$ cat config.mk
export PLATFORM = sky130hd
export DESIGN_NAME = booth_multiplier
export DESIGN_NICKNAME = d
export VERILOG_FILES = /design/src/rtl/booth_multiplier.sv
export SDC_FILE = /design/constraint.sdc
export NUM_CORES = 1
export LEC_CHECK = 0
export BUFFER_PORTS_ARGS = -buffer_cell sky130_fd_sc_hd__clkbuf_2
export CAP_MARGIN = 5
export CORE_MARGIN = 5
export CORE_UTILIZATION = 45
export DETAILED_ROUTE_END_ITERATION = 6
export HOLD_SLACK_MARGIN = 0.12
export PLACE_DENSITY = 0.65
export SETUP_SLACK_MARGIN = 0.02
export SLEW_MARGIN = 5
export SYNTH_ARGS = -nofsm -noshare
export SYNTH_HDL_FRONTEND = slang
export SYNTH_SLANG_ARGS = --single-unit
$ cat constraint.sdc
create_clock -name clk -period 4.55 [get_ports clk]
set_clock_uncertainty 0.1 [all_clocks]
set_input_delay 0.6825 -clock clk [delete_from_list [all_inputs] [get_ports clk]]
set_output_delay 0.6825 -clock clk [all_outputs]
set_load 0.005 [all_outputs]
$ cat src/rtl/booth_multiplier.sv
// Sequential radix-2 Booth multiplier: one recoding step per clock.
// The accumulator is N+1 bits wide, so the most negative multiplicand stays exact.
module booth_multiplier #(
  parameter int N = 4
) (
  input  logic           clk,
  input  logic           rst,
  input  logic           start,
  input  logic [N-1:0]   multiplicand,
  input  logic [N-1:0]   multiplier,
  output logic [2*N-1:0] product,
  output logic           done
);

  localparam int CW = $clog2(N + 1);

  typedef enum logic [1:0] {
    IDLE = 2'd0,
    RUN  = 2'd1,
    DONE = 2'd2
  } state_e;

  state_e         state_q, state_d;
  logic [N:0]     a_q, a_d;
  logic [N:0]     m_q, m_d;
  logic [N-1:0]   q_q, q_d;
  logic           qm1_q, qm1_d;
  logic [CW-1:0]  cnt_q, cnt_d;
  logic [2*N-1:0] product_q, product_d;
  logic           done_q, done_d;

  logic [N:0]     sum_s;
  logic [N:0]     sh_a_s;
  logic [N-1:0]   sh_q_s;

  // Booth recoding of {Q0, Q(-1)} selects add, subtract or pass-through.
  always_comb begin
    sum_s = a_q;
    case ({q_q[0], qm1_q})
      2'b01:   sum_s = a_q + m_q;
      2'b10:   sum_s = a_q - m_q;
      default: sum_s = a_q;
    endcase
  end

  // Arithmetic shift right of {A,Q} by one, sign taken from the new A.
  always_comb begin
    sh_a_s = {sum_s[N], sum_s[N:1]};
    sh_q_s = {sum_s[0], q_q[N-1:1]};
  end

  // Next-state and datapath control.
  always_comb begin
    state_d   = state_q;
    a_d       = a_q;
    m_d       = m_q;
    q_d       = q_q;
    qm1_d     = qm1_q;
    cnt_d     = cnt_q;
    product_d = product_q;
    done_d    = done_q;
    case (state_q)
      IDLE, DONE: begin
        if (start) begin
          a_d     = '0;
          m_d     = {multiplicand[N-1], multiplicand};
          q_d     = multiplier;
          qm1_d   = 1'b0;
          cnt_d   = CW'(N);
          done_d  = 1'b0;
          state_d = RUN;
        end else begin
          state_d = state_q;
        end
      end
      RUN: begin
        a_d   = sh_a_s;
        q_d   = sh_q_s;
        qm1_d = q_q[0];
        cnt_d = cnt_q - CW'(1);
        // Last step: the product is the low 2N bits of the shifted {A,Q}.
        if (cnt_q == CW'(1)) begin
          product_d = {sh_a_s[N-1:0], sh_q_s};
          done_d    = 1'b1;
          state_d   = DONE;
        end else begin
          state_d = RUN;
        end
      end
      default: begin
        state_d = IDLE;
      end
    endcase
  end

  // State and datapath registers with asynchronous reset.
  always_ff @(posedge clk or posedge rst) begin
    if (rst) begin
      state_q   <= IDLE;
      a_q       <= '0;
      m_q       <= '0;
      q_q       <= '0;
      qm1_q     <= 1'b0;
      cnt_q     <= '0;
      product_q <= '0;
      done_q    <= 1'b0;
    end else begin
      state_q   <= state_d;
      a_q       <= a_d;
      m_q       <= m_d;
      q_q       <= q_d;
      qm1_q     <= qm1_d;
      cnt_q     <= cnt_d;
      product_q <= product_d;
      done_q    <= done_d;
    end
  end

  assign product = product_q;
  assign done    = done_q;

endmodule

==> reports/results.ini, run 1 <==
[outcome]
status=complete, no violations

[power_and_ir_drop]
swShare_pct=44.1
irDropWorstVdd_mv=0.275
combPwrFrac_pct=58.7
p_leak_nw=0.795
p_switching_mw=0.580
seqPwrFrac_pct=33.2
power.density_nw_per_um2=840
clock_power_share_pct=8.1
internal_power_mw=0.734

[setup_path]
crit_cells=9
cp.arrival_ns=2.74
cp_slowest_cell=fa_1
worst-endpoint-required_ns=4.73
crit_path_max_fanout=5
reg2regPathDepth=9
cpPeakStageDelay_ns=0.42
critPathBufInv=1
cp_cell_sequence=inv_1, ha_1, mux2_2, fa_1, nand2b_1, a21oi_2, xnor2_1, or4_1, nand3_1
critPathCaptureType=flop
crit_start=qm1_q$_DFFE_PP0P_
worstSetupPathType=reg -> reg
crit_family=simple AND/OR/NAND/NOR gates
startpoint_type=flop
r2r-start=qm1_q$_DFFE_PP0P_

[die]
fp.dieW_um=66.1
die_h_um=66.1
coreArea_um2=3030
dieArea_um2=4360
ios=20
rows=20
start_util_pct=46.7

[cells_and_area]
n_fill_cell=298
area_delta_synth_final_pct=10.7
nets=196
n_antenna_cell=0
drive_above_1_share_pct=16.0
multi_input_area_um2=674
final-seq-area_um2=676

[clock_network]
insertion_delay_ns=0.33
hold_buffers=0
cts_tree=built
clock_sinks=27
htree_levels=1
ctsResizeCount=0
clockBufferDepth=2
cts_setup_buffers=0
cts_root_buffer=clkbuf_4
clk_pin_slew_worst_paths_ns=0.16
cts_buffers=3

[synthesis]
syn-num-nets=177
netlist.area_leader.share_pct=47.8
netlist_area_um2=1410
ys_seq_area_share_pct=47.8
synth.most_common_cell=nand2_1
synth_cell_types=30
synth_edf_count=0
synthTopCellsByArea=dfrtp_1 (48%), nand2_1 (11%), ha_1 (7.1%)
avgSynthCellArea_um2=9.01
async_flop_share_pct=100
synthTopCellsByCount=nand2_1 (42), dfrtp_1 (27), o21ai_0 (13)
yosysTopAreaCell=dfrtp_1
ys.flop_type=dfrtp_1
yosysWarnings=0
syn_inst=157
ys_ff_latch=27

[sta]
holdWs_ns=0.394
finalHoldViolCount=0
rsz0062_at_grt=no
maxSlewViolCount=0
post-route-period-util_pct=56.3
max_slew_margin_pct=32.7
setup_viol=0
worstMarginPinSlew_ns=1.01
fin_crit_ns=2.56
setup_tns_ns=0
fmax_ghz=0.390

[grt]
grt_antenna_before_repair=0
grt_pass1_wl_um=4820
gr-usage-all-layers_pct=14.2
first_global_vias=1116
overflow=0
grt_max_degree=28

[drt]
drc=0
drtIter0Drc=41
wire_per_inst_um=12.5
totalWireLength_um=2740
vias_per_cell=4.83
drtAntennaViolNets=0
dr_total_vias=1057
drt_pre_antenna_iters=4

[hold_path]
hold_depth=2
worstHoldStart=product[4]$_DFFE_PP0P_
min_path_type=reg -> reg

[placed_design]
routabilityCongestion=0.800
place_hpwl_um=2060
io_buffers=19

[job]
maxCapViolations=0

-- worst reg2reg max path: stages, from the launching register on --
cell      delay [ns]
dfrtp_1         0.41
inv_1           0.05
ha_1            0.22
mux2_2          0.39
fa_1            0.42
nand2b_1        0.17
a21oi_2         0.13
xnor2_1         0.12
or4_1           0.40
nand3_1         0.09
-- per-stage QoR --
| step | instance area, µm² | total power, mW | cells | worst slack, ns | utilization, % |
|---|---|---|---|---|---|
| final | 1570 | 1.31 | 219 | 1.99 | 51.7 |
| after global routing | 1570 | 1.46 | 219 | 1.84 | 51.7 |
| after CTS | 1570 | 1.33 | 219 | 1.98 | 51.7 |
| after detailed placement | 1540 | 1.23 | 215 | 1.99 | 50.8 |
| after global placement | 1540 | 1.20 | 215 | 2.07 | 50.8 |
| after floorplan | 1410 | 1.05 | 157 | 2.14 | - |
-- state kept, by name, summed over array words and instances, names as in the netlist --
register and cells:
product 8, a_q 4, m_q 4, q_q 4
cnt_q 3, state_q 2, done 1, qm1_q 1
-- layer usage --
metal  GRT usage [%]  up-vias  wire length (µm)
li1                -      550                 -
met1            17.6      488              1270
met2            25.5       17              1340
met3            2.55        2               112
met4            3.05        0                15
met5               0        -                 0
-- placed cells by master (no fill, tap or decap) --
cell and n:
a21oi_1 2, a21oi_2 2, a221o_1 1, a22o_1 2, a31oi_1 4, and2_1 3, and3_1 2, clkbuf_2 19
clkbuf_4 3, clkinv_2 1, dfrtp_1 27, fa_1 1, ha_1 8, inv_1 10, mux2_2 1, mux2i_1 2
nand2_1 42, nand2b_1 3, nand3_1 2, nor2_1 11, nor2_4 1, nor2b_1 4, nor3_1 2, o211ai_1 1
o21a_1 1, o21ai_0 13, or2b_2 1, or3_1 1, or4_1 1, xnor2_1 3, xor2_1 1
-- power by group through the flow --
| stage | clock network, mW | registers (mW) | logic, mW |
|---|---|---|---|
| finish | 0.106 | 0.436 | 0.771 |
| global route | 0.118 | 0.456 | 0.890 |
| CTS | 0.109 | 0.437 | 0.787 |
| detailed placement | 0 | 0.442 | 0.784 |
| global placement | 0 | 0.434 | 0.765 |
| floorplan | 0 | 0.426 | 0.626 |
-- layout make-up --
cell class	instances	area share (%)
sequential	27	43.2
multi-input combinational	115	43.1
timing repair buffer	19	6.08
tap	44	3.52
inverter	10	2.40
clock buffer	3	1.44
clock inverter	1	0.320
-- cells by family (layout without fill, tap and decap cells) --
kind of cell / after synthesis / count (layout) / synth area share, %
and+or+nand+nor: 73 / 73 / 23.2
DFF: 27 / 27 / 47.8
AOI/OAI and AO/OA: 26 / 26 / 11.3
buffers and inverters: 15 / 33 / 4.51
adders and majority gates: 9 / 9 / 8.50
xor gates and xnor gates: 4 / 4 / 2.48
muxes: 3 / 3 / 2.21
-- worst paths after layout --
path / slack, ns / end
worst max register to register: 1.99 / a_q[3]$_DFFE_PP0P_
worst max-delay path: 1.99 / a_q[3]$_DFFE_PP0P_
worst min-delay path: 0.39 / product[4]$_DFFE_PP0P_
worst min register to register: 0.39 / product[4]$_DFFE_PP0P_
min in group asynchronous: 0.45 / a_q[1]$_DFFE_PP0P_
max in group asynchronous: 3.29 / cnt_q[2]$_DFFE_PP0P_
(Power assumes the default switching activity.)
==> run 2: changes to the inputs <==
--- a/config.mk
+++ b/config.mk
@@ -11,7 +11,7 @@
 export CORE_UTILIZATION = 45
 export DETAILED_ROUTE_END_ITERATION = 6
 export HOLD_SLACK_MARGIN = 0.12
-export PLACE_DENSITY = 0.65
+export PLACE_DENSITY = 0.68
 export SETUP_SLACK_MARGIN = 0.02
 export SLEW_MARGIN = 5
 export SYNTH_ARGS = -nofsm -noshare
==> constraint.sdc (replaced) <==
create_clock -name clk -period 2.3 [get_ports clk]
set_clock_uncertainty 0.1 [all_clocks]
set_input_delay 0.345 -clock clk [delete_from_list [all_inputs] [get_ports clk]]
set_output_delay 0.345 -clock clk [all_outputs]
set_load 0.005 [all_outputs]
==> reports/results.ini, run 2 (synthesis results as in run 1) <==
[setup_path]
cp_cell_sequence=inv_2, ha_4, mux2_4, fa_2, nand2b_4, a21oi_4, xnor2_2, or4_1, nand3_1
cpPeakStageDelay_ns=0.42  ; about the same
startpoint_type=flop
critPathCaptureType=flop
worst-endpoint-required_ns=2.48  ; -2.25 ns
cp_slowest_cell=dfrtp_1
worstSetupPathType=reg -> reg
critPathBufInv=1  ; unchanged
crit_path_max_fanout=3  ; -2
cp.arrival_ns=2.55  ; -0.19 ns
crit_family=simple AND/OR/NAND/NOR gates

[sta]
rsz0062_at_grt=yes
maxSlewViolCount=0  ; unchanged
fin_ws_ns=-0.0723  ; -2.06 ns
holdWs_ns=0.137  ; -0.257 ns
setup_viol=4  ; +4
fin_crit_ns=2.37  ; -0.190 ns
max_slew_margin_pct=71.9  ; +39 points
finalHoldViolCount=0  ; unchanged
post-route-period-util_pct=103  ; +47 points
worstMarginPinSlew_ns=0.420  ; -0.588 ns
fmax_ghz=0.422  ; +8.0%

[die]
start_util_pct=46.7  ; unchanged
rows=20  ; unchanged
dieArea_um2=4360  ; unchanged
die_h_um=66.1  ; unchanged
coreArea_um2=3030  ; unchanged
ios=20  ; unchanged
fp.dieW_um=66.1  ; unchanged

[power_and_ir_drop]
irDropWorstVdd_mv=0.724  ; +160%
clock_power_share_pct=7.1  ; -1.0 points
power.density_nw_per_um2=1740  ; +110%
p_leak_nw=0.885  ; +11%
internal_power_mw=1.76  ; +140%
p_switching_mw=1.35  ; +130%
seqPwrFrac_pct=28.0  ; -5.2 points
swShare_pct=43.4  ; -0.73 points
combPwrFrac_pct=64.9  ; +6.2 points

[clock_network]
insertion_delay_ns=0.34  ; about the same
clock_sinks=27  ; unchanged
clockBufferDepth=2  ; unchanged
clk_pin_slew_worst_paths_ns=0.15  ; about the same
cts_tree=built
cts_buffers=3  ; unchanged
htree_levels=1  ; unchanged
cts_root_buffer=clkbuf_4

[grt]
grt_max_degree=28  ; unchanged
first_global_vias=1215  ; +8.9%
grt_pass1_wl_um=5480  ; +14%
gr-usage-all-layers_pct=16.2  ; +2.0 points
grt_antenna_before_repair=0  ; unchanged
overflow=0  ; unchanged

[drt]
drt_pre_antenna_iters=4  ; unchanged
wire_per_inst_um=12.8  ; +2.7%
dr_wl_met3_um=110  ; -1.8%
drtIter0Drc=80  ; +95%
met2_length_um=1460  ; +9.3%
vias_per_cell=5.03  ; +4.3%
highest_layer=met4
drtAntennaViolNets=0  ; unchanged
drc=0  ; unchanged
totalWireLength_um=3020  ; +10%
dr_total_vias=1183  ; +12%
wl_met1_um=1380  ; +8.7%

[job]
maxCapViolations=0  ; unchanged

[outcome]
status=finished with violations
violations=negative setup slack

[cells_and_area]
fin_util_pct=58.8  ; +7.1 points
final_cell_mix=nand2_1 (42), dfrtp_1 (27), clkbuf_2 (19)
final_common_cell=nand2_1
n_antenna_cell=0  ; unchanged
nets=212  ; +8.2%
drive_above_1_share_pct=26.2  ; +10 points
largest_reg_flops=8  ; unchanged
area_delta_synth_final_pct=25.9

[hold_path]
min_path_type=in -> reg

[placed_design]
routabilityCongestion=0.822  ; +2.8%
place_hpwl_um=2210  ; +7.4%
io_buffers=19  ; unchanged

[run 2: cell types whose count changed in the layout (fill, tap and decap cells not counted), sizes merged]
cell / before / now
clkinv: 1 / 0
clkinvlp: 0 / 1
dlygate4sd3: 0 / 6
buf: 0 / 10
[run 2: area by class of cell]
type / instances / area (µm²)
Clock buffer: 3 / 22.5
Clock inverter: 1 / 7.51
Fill cell: 270 / 1250
Inverter: 10 / 37.5
Multi-Input combinational cell: 115 / 752
Sequential cell: 27 / 676
Tap cell: 44 / 55.1
Timing Repair Buffer: 35 / 230
[run 2: power by group through the flow]
stage	Clock, mW	Combinational (mW)	Sequential [mW]
after floorplan	0	1.40	0.844
after global placement	0	1.76	0.855
after detailed placement	0	1.84	0.872
after CTS	0.220	1.91	0.860
after global routing	0.243	2.28	0.907
final	0.220	2.02	0.869
[run 2: worst paths after layout]
check,from,to,slack [ns],depth (start not counted)
min in group asynchronous,rst,product[2]$_DFFE_PP0P_,0.46,4
max in group asynchronous,rst,m_q[2]$_DFFE_PP0P_,1.38,4
min,multiplier[0],q_q[0]$_DFFE_PP0P_,0.14,3
max,m_q[0]$_DFFE_PP0P_,a_q[3]$_DFFE_PP0P_,-0.07,9
max reg2reg,m_q[0]$_DFFE_PP0P_,a_q[3]$_DFFE_PP0P_,-0.07,9
min reg2reg,product[4]$_DFFE_PP0P_,product[4]$_DFFE_PP0P_,0.40,2
[run 2: metrics by stage]
step | setup WS, ns | area, µm² | TNS (ns) | cells | power [mW]
final | -0.0723 | 1780 | -0.127 | 235 | 3.10
after global routing | -0.180 | 1780 | -0.633 | 235 | 3.43
after CTS | -0.0926 | 1730 | -0.223 | 234 | 2.99
after detailed placement | -0.106 | 1640 | -0.306 | 224 | 2.72
after global placement | 0.000729 | 1640 | 0 | 224 | 2.62
after floorplan | 0.00169 | 1450 | 0 | 157 | 2.25
[run 2: worst reg2reg max path, cell delays in order (launching register included)]
cell and delay, ns:
dfrtp_1 0.42, inv_2 0.08, ha_4 0.20, mux2_4 0.28
fa_2 0.35, nand2b_4 0.16, a21oi_4 0.16, xnor2_2 0.09
or4_1 0.41, nand3_1 0.08
[run 2: routing by layer]
metal | global-route usage (%) | vias up
met5 | 0 | -
met4 | 6.35 | 0
met3 | 2.38 | 7
met2 | 27.0 | 26
met1 | 21.1 | 566
li1 | - | 584
[run 2: what timing repair did]
action	CTS	global route
endpoints found under the setup margin	4	4
hold buffers	6	0
pin swaps	1	4
hold endpoints to repair	32	0
resized for setup	4	7
buffers inserted	0	1
==> run 3: changes to the inputs <==
--- a/config.mk
+++ b/config.mk
@@ -12,6 +12,7 @@
 export DETAILED_ROUTE_END_ITERATION = 6
 export HOLD_SLACK_MARGIN = 0.12
 export PLACE_DENSITY = 0.68
+export REMOVE_ABC_BUFFERS = 1
 export SETUP_SLACK_MARGIN = 0.02
 export SLEW_MARGIN = 5
 export SYNTH_ARGS = -nofsm -noshare
==> constraint.sdc (replaced) <==
create_clock -name clk -period 2.3 [get_ports clk]
set_clock_uncertainty 0.1 [all_clocks]
set_input_delay 0.345 -clock clk [delete_from_list [all_inputs] [get_ports clk]]
set_output_delay 0.345 -clock clk [all_outputs]
set_load 0.01 [all_outputs]
==> reports/results.ini, run 3 (synthesis results as in run 1) <==
[clock_network]
cts_root_buffer=clkbuf_4
cts_tree=built
clock_sinks=27  ; unchanged
htree_levels=1  ; unchanged
clk_pin_slew_worst_paths_ns=0.16  ; about the same
cts_buffers=3  ; unchanged
insertion_delay_ns=0.33  ; about the same
clockBufferDepth=2  ; unchanged

[outcome]
status=finished with violations
violations=negative setup slack

[setup_path]
startpoint_type=flop
regToRegSetupSlack_ns=-0.23  ; -0.16 ns
critPathCaptureType=flop
worst-endpoint-required_ns=2.42  ; -0.06 ns
crit_path_max_fanout=2  ; -1
cp.arrival_ns=2.65  ; +0.10 ns
worstSetupPathType=reg -> reg

[placed_design]
io_buffers=19  ; unchanged
place_hpwl_um=2190  ; -0.91%
pre_cts_slack_ns=-0.194  ; -0.0874 ns
dpl_cell_area_um2=1610  ; -1.5%
routabilityCongestion=0.807  ; -1.8%

[sta]
fin_crit_ns=2.53  ; +0.160 ns
rsz0062_at_grt=yes
setup_viol=4  ; unchanged
holdWs_ns=0.172  ; +0.0350 ns
fin_ws_ns=-0.232  ; -0.160 ns
finalHoldViolCount=0  ; unchanged
fmax_ghz=0.395  ; -6.3%
post-route-period-util_pct=110  ; +7.0 points
worstMarginPinSlew_ns=0.537  ; +0.117 ns
maxSlewViolCount=0  ; unchanged
max_slew_margin_pct=64.1  ; -7.8 points

[grt]
grt_pass1_wl_um=5560  ; +1.5%
first_global_vias=1206  ; -0.74%
grt_antenna_before_repair=0  ; unchanged
use_met2_pct=30.0  ; +3.0 points
use_met1_pct=20.5  ; -0.57 points
overflow=0  ; unchanged
grt_max_degree=28  ; unchanged
gr-usage-all-layers_pct=16.7  ; +0.50 points
globalRouteMet3Util_pct=2.38  ; unchanged
top_usage_layer=met2

[drt]
vias_per_cell=4.97  ; -1.2%
dr_total_vias=1218  ; +3.0%
drt_pre_antenna_iters=5  ; +1
drtIter0Drc=73  ; -8.8%
totalWireLength_um=3350  ; +11%
drtAntennaViolNets=0  ; unchanged
wire_per_inst_um=13.7  ; +6.4%
drc=0  ; unchanged

[die]
die_h_um=66.1  ; unchanged
ios=20  ; unchanged
fp.dieW_um=66.1  ; unchanged
coreArea_um2=3030  ; unchanged
dieArea_um2=4360  ; unchanged
rows=20  ; unchanged
start_util_pct=46.7  ; unchanged

[cells_and_area]
drive_above_1_share_pct=29.4  ; +3.2 points
stdcell_area_um2=1870  ; +5.3%
final_common_cell=nand2_1
area_delta_synth_final_pct=32.6
largest_reg_flops=8  ; unchanged
n_fill_cell=261  ; -3.3%
n_antenna_cell=0  ; unchanged
final_cell_mix=nand2_1 (42), dfrtp_1 (27), clkbuf_2 (19)
fin_util_pct=61.9  ; +3.1 points
nets=222  ; +4.7%

[hold_path]
min_path_type=in -> reg

[job]
maxCapViolations=0  ; unchanged

==> run 3: cell count changes in the layout (fill, tap and decap cells not counted), sizes merged <==
cell         before  now
dlygate4sd3       6    9
buf              10   17
==> run 3: path summary, 6_finish.rpt <==
path / startpoint / end / depth (start not counted)
worst max-delay path: m_q[0]$_DFFE_PP0P_ / product[6]$_DFFE_PP0P_ / 11
worst min-delay path: start / state_q[1]$_DFFE_PP0P_ / 4
worst max register to register: m_q[0]$_DFFE_PP0P_ / product[6]$_DFFE_PP0P_ / 11
worst min register to register: done$_DFFE_PP0P_ / done$_DFFE_PP0P_ / 2
max in group asynchronous: rst / m_q[0]$_DFFE_PP0P_ / 4
min in group asynchronous: rst / product[2]$_DFFE_PP0P_ / 4
==> run 3: per-layer routing <==
layer	wire length (µm)	share of wire, %
met4	23	0.69
met3	99	3.0
met1	1460	44
met5	0	0
met2	1760	53
==> run 3: repair_timing <==
item	CTS	global route
resized for setup	10	13
hold buffers	6	3
setup buffers	5	2
setup endpoints to repair	4	6
endpoints found under the hold margin	32	3
pin swaps	9	10
==> run 3: final cells by class <==
class	count	area, µm²	area share [%]
Multi-Input combinational cell	115	757	40.4
Clock buffer	3	22.5	1.20
Sequential cell	27	676	36.0
Tap cell	44	55.1	2.94
Timing Repair Buffer	45	317	16.9
Inverter	10	40.0	2.14
Clock inverter	1	7.51	0.401
==> run 3: stage by stage <==
stage / TNS [ns] / std cells
floorplan: -0.144 / 152
global placement: -0.210 / 225
detailed placement: -0.493 / 225
CTS: -0.538 / 240
global route: -0.966 / 245
finish: -0.678 / 245
==> run 3: worst max-delay path: stages (launching register included) <==
cell     delay (ns)
dfrtp_1        0.43
inv_2          0.10
ha_4           0.20
mux2_4         0.29
buf_6          0.13
inv_4          0.05
ha_4           0.18
nor2b_1        0.12
o21a_1         0.19
or3_1          0.35
a31oi_2        0.21
o21ai_1        0.07
Power of run 3 is left out: the tool's default activity adds up to more than one toggle a clock period on the data nets, which glitch-free logic cannot reach.
